`src/rtl/uart_rx_core.sv`:
```
// rtl/uart_rx_core.sv - UART receiver: synchronizer, bit-centre sampling FSM, valid/ready byte output
module uart_rx_core #(
    parameter int CLKS_PER_BIT = 868,
    parameter int DATA_WIDTH   = 8,
    parameter int PARITY_EN    = 0,
    parameter int PARITY_ODD   = 0
) (
    input  logic                  clk,
    input  logic                  rstn,
    input  logic                  rx_in,
    output logic [DATA_WIDTH-1:0] rx_data,
    output logic                  rx_valid,
    input  logic                  rx_ready,
    output logic                  frame_err,
    output logic                  parity_err,
    output logic                  overrun,
    output logic                  busy
);

    localparam int CW = $clog2(CLKS_PER_BIT);
    localparam int BW = (DATA_WIDTH > 1) ? $clog2(DATA_WIDTH) : 1;

    localparam logic [CW-1:0] HALF_CNT = CW'(CLKS_PER_BIT / 2 - 1);
    localparam logic [CW-1:0] FULL_CNT = CW'(CLKS_PER_BIT - 1);
    localparam logic [BW-1:0] LAST_BIT = BW'(DATA_WIDTH - 1);

    localparam logic [2:0] IDLE      = 3'd0;
    localparam logic [2:0] START     = 3'd1;
    localparam logic [2:0] DATA      = 3'd2;
    localparam logic [2:0] PARITY    = 3'd3;
    localparam logic [2:0] STOP      = 3'd4;
    localparam logic [2:0] WAIT_IDLE = 3'd5;

    logic                  sync_q;
    logic                  rx_s;
    logic [2:0]            state;
    logic [CW-1:0]         clk_cnt;
    logic [BW-1:0]         bit_idx;
    logic [DATA_WIDTH-1:0] shift_reg;
    logic                  par_ok;
    logic                  bit_end;

    assign busy    = (state != IDLE);
    assign bit_end = (clk_cnt == FULL_CNT);

    // Two-flop synchronizer; resets to the idle (high) line level so reset release never looks like a start bit.
    always_ff @(posedge clk or negedge rstn) begin
        if (!rstn) begin
            sync_q <= 1'b1;
            rx_s   <= 1'b1;
        end else begin
            sync_q <= rx_in;
            rx_s   <= sync_q;
        end
    end

    // Frame FSM, bit timing, byte assembly and output handshake; error flags default low so they are single-cycle pulses.
    always_ff @(posedge clk or negedge rstn) begin
        if (!rstn) begin
            state      <= IDLE;
            clk_cnt    <= '0;
            bit_idx    <= '0;
            shift_reg  <= '0;
            par_ok     <= 1'b1;
            rx_data    <= '0;
            rx_valid   <= 1'b0;
            frame_err  <= 1'b0;
            parity_err <= 1'b0;
            overrun    <= 1'b0;
        end else begin
            frame_err  <= 1'b0;
            parity_err <= 1'b0;
            overrun    <= 1'b0;
            if (rx_valid && rx_ready) begin
                rx_valid <= 1'b0;
            end
            case (state)
                IDLE: begin
                    clk_cnt <= '0;
                    if (!rx_s) begin
                        state <= START;
                    end
                end
                START: begin
                    if (clk_cnt == HALF_CNT) begin
                        clk_cnt <= '0;
                        if (rx_s) begin
                            state <= IDLE;
                        end else begin
                            state   <= DATA;
                            bit_idx <= '0;
                            par_ok  <= 1'b1;
                        end
                    end else begin
                        clk_cnt <= clk_cnt + 1'b1;
                    end
                end
                DATA: begin
                    if (bit_end) begin
                        clk_cnt            <= '0;
                        shift_reg[bit_idx] <= rx_s;
                        if (bit_idx == LAST_BIT) begin
                            state <= (PARITY_EN != 0) ? PARITY : STOP;
                        end else begin
                            bit_idx <= bit_idx + 1'b1;
                        end
                    end else begin
                        clk_cnt <= clk_cnt + 1'b1;
                    end
                end
                PARITY: begin
                    if (bit_end) begin
                        clk_cnt <= '0;
                        par_ok  <= (((^shift_reg) ^ rx_s) == (PARITY_ODD != 0));
                        state   <= STOP;
                    end else begin
                        clk_cnt <= clk_cnt + 1'b1;
                    end
                end
                STOP: begin
                    if (bit_end) begin
                        clk_cnt <= '0;
                        if (!rx_s) begin
                            frame_err <= 1'b1;
                            state     <= WAIT_IDLE;
                        end else if (!par_ok) begin
                            parity_err <= 1'b1;
                            state      <= IDLE;
                        end else begin
                            // Leaving at the stop-bit centre gives half a bit of slack to catch a back-to-back start.
                            state <= IDLE;
                            if (rx_valid && !rx_ready) begin
                                overrun <= 1'b1;
                            end else begin
                                rx_data  <= shift_reg;
                                rx_valid <= 1'b1;
                            end
                        end
                    end else begin
                        clk_cnt <= clk_cnt + 1'b1;
                    end
                end
                WAIT_IDLE: begin
                    clk_cnt <= '0;
                    if (rx_s) begin
                        state <= IDLE;
                    end
                end
                default: begin
                    state <= IDLE;
                end
            endcase
        end
    end

endmodule

```
`config.mk`:
```
export PLATFORM = sky130hd
export DESIGN_NAME = uart_rx_core
export DESIGN_NICKNAME = d
export VERILOG_FILES = /design/src/rtl/uart_rx_core.sv
export SDC_FILE = /design/constraint.sdc
export NUM_CORES = 1
export LEC_CHECK = 0
export ABC_AREA = 0
export BUFFER_PORTS_ARGS = -buffer_cell sky130_fd_sc_hd__buf_2
export CAP_MARGIN = 20
export CORE_AREA = 8 8 80 82
export CTS_CLUSTER_SIZE = 10
export DETAILED_ROUTE_END_ITERATION = 6
export DIE_AREA = 0 0 88 90
export GPL_TIMING_DRIVEN = 0
export PLACE_DENSITY = 0.56
export SETUP_SLACK_MARGIN = 0.3
export SLEW_MARGIN = 20
export SYNTH_ARGS = -nofsm -noshare
export SYNTH_HDL_FRONTEND = slang
export SYNTH_SLANG_ARGS = --single-unit
```
`constraint.sdc`:
```
create_clock -name clk -period 2.3 [get_ports clk]
set_input_delay 0 -clock clk [delete_from_list [all_inputs] [get_ports clk]]
set_output_delay 0 -clock clk [all_outputs]
set_load 0.01 [all_outputs]
```
==> summary.md <==
| Metric | Value |
|---|---|
| WL/cell | `14.13 um` |
| Starting Density | `0.3842` |
| First-pass GRT wire length | `6955 um` |
| Post-Syn Area per Cell | `10.82 sq um` |
| TritonRoute pass-1 iters | `4` |
| Fin crit period | `2.040 ns` |
| Via-to-Cell Ratio | `5.010` |
| Critical Setup Path Class | `register to register` |
| Dpl cell area | `2182 sq um` |
| Final worst slack | `0.2604 ns` |
| Vias post-DR | `1488` |
| Mapped Cells | `186` |
| Post-route ant nets | `0` |
| Worst-Skew Late Latency | `0.29 ns` |
| Register bit total from synthesis | `39` |
| Slew Viols, Final | `0` |
| RSZ-0062 raised after global routing | `true` |
| Core ar. | `5236 sq um` |
| Dpl ws | `0.1062 ns` |
| Antenna cells | `0` |
| Final Cycle Share | `0.8868` |
| YS warnings | `0` |
| DIE AREA | `7920 sq um` |
| EDFF count, synth | `0` |
| IO buf count | `16` |
| CTS tree | `built` |
| Pwr per Cell Area | `466.8 nW/um^2` |
| Seq pwr share | `0.593` |
| Largest area contributor in the netlist | `dfrtp_1` |
| Final setup fails | `0` |
| Critical Path End Type | `register` |
| Switching Share | `0.2200` |
| Top cells by area, synth | `dfrtp_1 (45%), mux2_1 (6.7%), dfstp_2 (3.9%)` |
| Placement row count | `27` |
| H-tree depth | `2` |
| DRC | `0` |
| Clock Skews | `0.003968 ns` |
| Status | `completed` |
| Initial antenna violation count | `0` |
| Max clock buf depth | `2` |
| 1st-iter DRT viols | `115` |
| Die W | `88 um` |
| P_sw | `256.2 uW` |
| Worst-case vdd ir drop | `0.2452 mV` |
| Sequential area share after synthesis | `0.4869` |
| Clock Power Share | `0.384` |
| Clock-pin slew on the worst setup and hold paths | `0.07 ns` |
| Worst Path Max Fanout | `5` |
| Worst Hold Class | `input port to register` |
| Max reg flops | `10` |
| GR Overflow Total | `0` |
| Top_reg_cell synth | `dfrtp_1` |
| Post-Synthesis Cell Area | `2012 sq um` |
| Dpl hpwl | `2766 um` |
| RePlAce Congestion | `0.7979` |
| CP arrival | `2.22 ns` |
| Async SR Flop Fraction | `1.000` |
| Static Leak | `0.001153 uW` |
| Vias in the first global route | `1504` |
| FMAX | `490.3 MHz` |
| Tightest Pin Transition | `0.8446 ns` |
| CTS root buffer | `clkbuf_8` |
| Endpoints failing hold | `0` |
| GRT Util Overall | `0.1093` |
| Hold slack | `0.3445 ns` |
| CP startpoint kind | `register` |
| Total of max-cap violations | `0` |
| WL final | `4196 um` |
| Largest net degree at the start of global routing | `40` |
| Nets | `232` |
| Critical Path RT | `2.48 ns` |
| Power share of the combinational group | `0.023` |
| Top Ports | `17` |
| Yosys cell types | `44` |
| Internal | `908.3 uW` |
| Share of layout cells above drive strength 1 | `0.3333` |
| Slew HR | `0.4369` |
| Die height | `90 um` |
| Top-area cell type share of the netlist area | `0.4478` |
| Design area | `2495 sq um` |
| Inserted Clock Buffers | `5` |
| Fin Setup TNS | `0 ns` |
| Syn_nets | `194` |
| Area growth syn-to-layout | `24.00%` |
| # clock sinks | `39` |
## per-stage QoR
step	util	total power, uW	instances
2_1_floorplan	-	709.0	186
3_3_place_gp	0.4167	728.2	274
3_5_place_dp	0.4167	728.3	274
4_1_cts	0.4557	1193	293
5_1_grt	0.4765	1217	297
6_report	0.4765	1165	297
## cell usage after synthesis (4+ instances only)
cell      instances
ha_1              4
nand2_1          18
nand2b_1          5
nand3_1           5
inv_1             4
mux2_2            5
mux2_1           12
nor3_1            8
nor2_1           13
dfrtp_1          36
xor2_1            6
xnor2_1           8
o21ai_0           6
## final cells by class
| type | instances | area [sq um] |
|---|---|---|
| multi-input combinational | 137 | 1084 |
| buffer | 6 | 35.03 |
| inverter | 4 | 15.01 |
| tap | 72 | 90.09 |
| sequential | 39 | 982.2 |
| clock inverter | 2 | 12.51 |
| timing repair buffer | 31 | 203.9 |
| clock buffer | 6 | 72.57 |
| fill | 487 | 2741 |
## power groups by stage
stage	registers (uW)	clock network [uW]	logic, uW
after global placement	704	0	24.3
final	691	447	26.7
after CTS	690	474	28.5
after global routing	691	495	31.9
after floorplan	703	0	5.82
after detailed placement	704	0	24.6
## worst max-delay path, cell delays in order (launching register included)
cell and delay [ns]:
dfrtp_2 0.44, nor3b_2 0.35, nand3_4 0.15, or3_4 0.43, nor3b_2 0.20, mux2_2 0.35
## layout by cell type (no fill, tap or decap), types with 3 or more instances in the layout
master / instances
mux2_4: 8
nor2_1: 13
dlygate4sd3_1: 3
nor3b_2: 3
dfstp_2: 3
nand2_1: 18
xnor2_1: 8
o22ai_1: 3
dfrtp_1: 34
mux2_2: 5
xor2_1: 6
o21ai_0: 4
nand2b_1: 5
nor3_1: 7
mux2_1: 4
buf_2: 19
clkbuf_8: 5
and3_1: 3
buf_4: 11
nand4_1: 3
nand3_1: 5
ha_1: 3
inv_1: 4
## logic make-up (layout without fill, tap and decap cells)
| group | count (synthesis) | count (layout) | synth area share |
|---|---|---|---|
| compound gates | 20 | 20 | 0.06717 |
| xor+xnor | 14 | 14 | 0.06095 |
| fa+ha+maj | 4 | 4 | 0.02488 |
| buf+inv | 10 | 49 | 0.02239 |
| flops | 39 | 39 | 0.4869 |
| mux | 19 | 19 | 0.1051 |
| simple gates | 80 | 80 | 0.2326 |
## per-layer routing
metal	wire length [um]	share of wire	global-route usage	vias up
li1	-	-	-	734
met1	2023	0.48	0.1424	722
met2	1907	0.45	0.1638	25
met3	183	0.044	0.02821	7
met4	82	0.020	0.04878	0
met5	0	0	0	-
## final timing paths
path                            start            to  slack, ns  depth (start not counted)
min                             rx_in        sync_q       0.34                          2
max                        clk_cnt[2]  shift_reg[4]       0.26                          5
max reg2reg                clk_cnt[2]  shift_reg[4]       0.26                          5
min in group asynchronous        rstn    clk_cnt[7]       0.35                          2
min reg2reg                    sync_q          rx_s       0.36                          0
max in group asynchronous        rstn    clk_cnt[2]       1.38                          2
## timing repair
item,CTS,global route
endpoints found under the setup margin,23,23
resized for setup,6,22
setup buffers,8,4
hold buffers,3,0
endpoints found under the hold margin,39,0
pin swaps,4,5
No activity file was read; power rests on OpenSTA's default activity.
